==> src/rtl/fetch_unit.sv <==
// fetch_unit: PC/fetch stage (in: clk reset_n stall redirect_valid redirect_target halt imem_instr; out: imem_addr if_pc if_instr if_valid fetch_count)
module fetch_unit #(
  parameter int ADDR_W = 12,
  parameter logic [ADDR_W-1:0] RESET_PC = '0,
  parameter int CNT_W = 32
) (
  input  logic              clk,
  input  logic              reset_n,
  input  logic              stall,
  input  logic              redirect_valid,
  input  logic [ADDR_W-1:0] redirect_target,
  input  logic              halt,
  output logic [ADDR_W-1:0] imem_addr,
  input  logic [31:0]       imem_instr,
  output logic [ADDR_W-1:0] if_pc,
  output logic [31:0]       if_instr,
  output logic              if_valid,
  output logic [CNT_W-1:0]  fetch_count
);
  typedef enum logic [1:0] {BOOT, RUN, HALT} state_t;
  state_t state, next_state;
  logic [ADDR_W-1:0] pc_q, next_pc;
  always_comb begin
    next_state = ((state == HALT || (state == RUN && halt)) && !redirect_valid) ? HALT : RUN;
    next_pc = redirect_valid ? redirect_target :
              state == BOOT ? RESET_PC :
              (state == RUN && !halt && !stall) ? pc_q + 1'b1 : pc_q;
  end
  always_ff @(posedge clk or negedge reset_n) begin
    if (!reset_n) begin
      state <= BOOT;
      pc_q <= RESET_PC;
      if_valid <= 1'b0;
      fetch_count <= '0;
    end else begin
      state <= next_state;
      pc_q <= next_pc;
      if_valid <= next_state == RUN;
      fetch_count <= fetch_count + CNT_W'(if_valid && !stall);
    end
  end
  assign imem_addr = next_pc;
  assign if_pc = pc_q;
  assign if_instr = imem_instr;
endmodule

==> config.mk <==
export PLATFORM = sky130hd
export DESIGN_NAME = fetch_unit
export DESIGN_NICKNAME = d
export VERILOG_FILES = /design/src/rtl/fetch_unit.sv
export SDC_FILE = /design/constraint.sdc
export NUM_CORES = 1
export LEC_CHECK = 0
export ABC_AREA = 0
export CAP_MARGIN = 10
export CORE_MARGIN = 10
export CORE_UTILIZATION = 36
export CTS_BUF_LIST = sky130_fd_sc_hd__clkbuf_8
export DETAILED_ROUTE_END_ITERATION = 8
export PLACE_DENSITY = 0.83
export SLEW_MARGIN = 20
export SYNTH_ARGS = -nofsm -noshare
export SYNTH_HDL_FRONTEND = slang
export SYNTH_SLANG_ARGS = --single-unit
==> constraint.sdc <==
create_clock -name clk -period 2.1 [get_ports clk]
set_input_delay 0.21 -clock clk [delete_from_list [all_inputs] [get_ports clk]]
set_output_delay 0.21 -clock clk [all_outputs]
set_load 0.03 [all_outputs]
=== Word level (Yosys, flattened, before mapping) ===
Index checks and enable logic that the tools add are counted.

* Word-level logic and storage cells: 23
* Register bits: 47
* Bits of input ports: 49

* Reduce and logical (&&, ||, !) cells: 10
* Muxes and demuxes: 4
* Eq/ne operators: 3
* Add/subtract/negate cells: 2

{| class="wikitable"
|+ Operators by type and width
! operator !! number
|-
| 2-to-1 mux 12 bit || 3
|-
| adder 32 x 1 -> 32 bit || 1
|-
| adder 12 x 1 -> 12 bit (second input constant) || 1
|-
| logical AND 1 bit || 5
|-
| equality test 2 x 1 -> 1 bit (second input constant) || 2
|-
| logical NOT 1 bit || 3
|-
| equality test 2 bit (second input constant) || 1
|-
| logical NOT 2 bit || 1
|-
| 2-to-1 mux 2 bit || 1
|-
| logical OR 1 bit || 1
|}

=== Depth between registers and ports, before layout ===
* Depth in word-level cells: 6
* Gate-level depth with buffers: 7
* Mapped depth without buffers: 7

=== Worst setup path before layout ===
No wires, ideal clock.

* Path kind: flip-flop to output port
* Start: register state[0]
* End: output port imem_addr[10]
* Slack: -0.408 ns
* Cell stages (with the launch flop): 6
* Buffers on the path: 1
* Data required time: 1.890 ns
* Arrival: 2.298 ns
* Cell sequence: dfrtp_1 or4b_1 buf_2 nor4_1 xnor2_1 o21ai_0

* Cells in the longest elaborated chain, start to end: 6
* Elaborated cells between the ends (all ways): 7

{| class="wikitable"
|+ RTL lines
! element !! line !! text
|-
| start, declared || 21 || <nowiki>state_t state, next_state;</nowiki>
|-
| start signal, assigned || 36 || <nowiki>state <= next_state;</nowiki>
|-
| equality test 2 x 1 -> 1 bit || 27 || <nowiki>(state == RUN && !halt && !stall) ? pc_q + 1'b1 : pc_q;</nowiki>
|-
| logical AND 1 bit (2 in a row) || 27 ||
|-
| 2-to-1 mux 12 bit || 27 ||
|-
| 2-to-1 mux 12 bit (*) || 26 || <nowiki>state == BOOT ? RESET_PC :</nowiki>
|-
| 2-to-1 mux 12 bit (*) || 25 || <nowiki>next_pc = redirect_valid ? redirect_target :</nowiki>
|-
| end, declared || 13 || <nowiki>output logic [ADDR_W-1:0] imem_addr,</nowiki>
|}

Mark *: on every way between the ends. The rest lies on a longest branch, timed or not.

=== Worst setup path in the final report ===
* Start: register state[1]
* End: output port imem_addr[11]

The elaborated chain is that of the path after synthesis.

==> reports/summary.txt <==
Outcome: complete, but fails checks
Failing checks: negative setup slack
Via count: 2,044
Cell Area, Synth: 0.002476 mm2
Critical path cell sequence: or4b_4 > buf_4 > nor4_4 > xnor2_1 > o21ai_2 > buf_6
Max Clock Freq: 440.5 MHz
CP endpoint kind: output pin
Initial Util: 36.65%
Slowest stage delay, CP: 0.59 ns
Routed WL per cell: 16.88 um
Final worst clock skew: 0.009836 ns
Slowest CP cell: or4b_4
DR WL met3: 532 um
Top Metal Used: met4
Nets: 371
Die X: 102.9 um
Clock power frac: 25.5%
HP Class: input port to flop
First-pass DRT Iterations: 5
CTS Buf Count: 5
Max-slew headroom: 63.87%
Avg Vias per Cell: 5.110
Max Cap Viol: 0
Total wire length: 6.752 mm
Compound-Gate Fraction of Synth Area: 3.032%
Internal: 1.690 mW
CTS tree: yes
Number of top-level pins: 138
Max-slew violation count: 0
First-pass GRT wire length: 10.29 mm
Flops & latches, synth: 46
Port bufs: 73
Critical Path Fanout Max: 4
Diode count: 0
Lkg Pwr: 1.650 nW
Top-area cell type share of the netlist area: 46.49%
Worst vdd ir: 0.0004116 V
DP HPWL: 4.829 mm
Crit path arrival time: 2.06 ns
Final Cycle Share: 108.1%
GPL Wtd Cong: 0.7685
Largest net degree at the start of global routing: 24
Crit Path Class: flop to output pin
Post-DP Area: 0.003161 mm2
Initial DRC count: 85
Syn Nets: 296
Tightest Pin Transition: 0.5420 ns
Routed metal-1 wire length: 2.737 mm
Final Hold Vio Count: 0
Worst-skew pair later-pin latency: 0.30 ns
Area grow syn2layout: 47.45%
Clock H-tree levels: 2
Switching share of power: 34.80%
Combinational family with the most area after synthesis: simple AND/OR/NAND/NOR gates
RSZ-0062 raised after global routing: yes
Worst path required time: 1.89 ns
CORE AREA: 0.006756 mm2
Post-synthesis simple-gate area fraction: 22.13%
Hold slack: 0.3677 ns
Top FF cell, synth: dfrtp_1
Clock Tree Buf Depth: 2
Synth async-reset ratio: 100.0%
Endpoints failing setup: 10
Synth area leaders: dfrtp_1, buf_4, xnor2_1
WL met2: 3.365 mm
Synth warn: 0
Combinational fraction of design power: 31.3%
Fin crit period: 2.270 ns
Setup TNS: -1.240 ns
Clk sinks: 46
Post-Synth Adder-Cell Area: 1.516%
Switching Power: 0.9017 mW
Initial antenna violation count: 0
Yosys top cell by area: dfrtp_1
Synth Area in XOR/XNOR: 14.50%
Gr ovfl total: 0
CP startpoint kind: flop
Clock-pin slew on the worst setup and hold paths: 0.08 ns
Antenna Violating Nets Remaining: 0
WP buf/inv: 2
Power Density: 709.7 mW/mm2
Mux cell area share after synthesis: 0.4042%
# DRC: 0
Fin area: 0.003651 mm2
CP delay by family, top: simple AND/OR/NAND/NOR gates
Post-synth EDFFs: 0
Setup WS post-layout: -0.1702 ns
Core Rows: 30
Register area share after synthesis: 46.49%
Mean Syn Cell Area: 10.15 um2
Number of global-route vias before repair: 2,073
Share of cells above drive strength 1: 29.06%
Clk Tree Root Cell: clkbuf_8
Total global-route track usage: 12.16%
Synth cell types: 32
Syn Inst Count: 244
Die area: 0.01060 mm2
Seq pwr share: 43.2%
Chip Height: 102.9 um
cells in the final DEF (no fill, tap or decap), types with 2 or more instances in the layout:
cell             Yosys  routed
clkdlybuf4s50_1      0      59
dfrtp_1             46      45
buf_4               32      35
nand2_1             26      26
xor2_1              20      20
xnor2_1             21      19
nand3_1             15      14
nand4_1              8       8
inv_1                7       8
buf_6                1       7
nor4_4               3       6
o21ai_2              0       6
o21ai_1              0       6
nor3_4               0       5
nor2_1               7       5
clkbuf_8             0       5
nor3_2               0       4
nor3_1              13       4
or4_4                0       3
nor4_1               8       3
and4_1               2       2
nor4_2               0       2
xnor2_2              0       2
timing repair:
action	in CTS	in global routing
setup buffers	6	8
hold endpoints to repair	21	0
hold buffers	1	0
setup endpoints to repair	8	23
gates cloned	0	0
pin swaps	15	18
resized for setup	15	39
path summary, 6_finish.rpt:
kind	start	to	slack, ns	depth (start not counted)
max in group asynchronous	reset_n	state[0]$_DFF_PN0_	1.10	3
min in group asynchronous	reset_n	fetch_count[19]$_DFF_PN0_	0.42	2
setup / recovery	state[1]$_DFF_PN0_	imem_addr[11]	-0.17	6
hold reg to reg	fetch_count[31]$_DFF_PN0_	fetch_count[31]$_DFF_PN0_	0.47	1
hold / removal	stall	fetch_count[0]$_DFF_PN0_	0.37	3
setup reg to reg	state[0]$_DFF_PN0_	fetch_count[23]$_DFF_PN0_	0.09	8
Yosys cell counts (7+ instances only):
cell type	n
buf_4	32
dfrtp_1	46
inv_1	7
nand2_1	26
nand3_1	15
nand4_1	8
nor2_1	7
nor3_1	13
nor4_1	8
o21ai_0	12
xnor2_1	21
xor2_1	20
layout make-up:
| cell class | count | area, um2 |
|---|---|---|
| Sequential cell | 46 | 1152 |
| Inverter | 7 | 26.28 |
| Clock inverter | 3 | 41.29 |
| Fill cell | 578 | 3105 |
| Tap cell | 80 | 100.1 |
| Clock buffer | 5 | 68.82 |
| Timing Repair Buffer | 105 | 974.7 |
| Multi-Input combinational cell | 154 | 1287 |
flip-flops by register name, indices dropped and copies added (netlist names):
name / flops
state: 2
if_pc: 12
fetch_count: 32
worst register-to-register path: stages (launching register included):
cell	delay, ns
dfrtp_2	0.42
buf_4	0.13
nor2b_2	0.13
ha_2	0.22
buf_4	0.13
nand2_1	0.06
or2_2	0.36
nor4_1	0.34
xor2_1	0.17
kinds of logic (layout without fill, tap and decap cells):
kind of cell    after synthesis  count (layout)
xor+xnor                     41              41
simple gates                 95              95
fa+ha+maj                     3               3
flops                        46              46
compound gates               14              14
mux                           1               1
buf+inv                      44             120
stage by stage:
step	setup WS (ns)	util [%]	power [mW]	cells
2_1_floorplan	0.007610	-	1.602	244
3_3_place_gp	-0.1731	46.78	1.846	377
6_report	-0.1702	54.04	2.591	400
5_1_grt	-0.2722	54.04	2.724	400
3_5_place_dp	-0.2317	46.78	1.860	377
4_1_cts	-0.1553	50.46	2.555	392
routing by layer:
metal | GRT usage [%] | vias up
li1 | - | 957
met1 | 14.24 | 999
met2 | 19.94 | 71
met3 | 4.692 | 17
met4 | 4.064 | 0
met5 | 0 | -
power groups by stage:
stage | Sequential, mW | Clock (mW) | Combinational [mW]
6_report | 1.12 | 0.661 | 0.811
5_1_grt | 1.14 | 0.722 | 0.864
2_1_floorplan | 1.28 | 0 | 0.323
3_3_place_gp | 1.12 | 0 | 0.726
3_5_place_dp | 1.12 | 0 | 0.735
4_1_cts | 1.11 | 0.686 | 0.760
No activity file was read; power rests on OpenSTA's default activity.
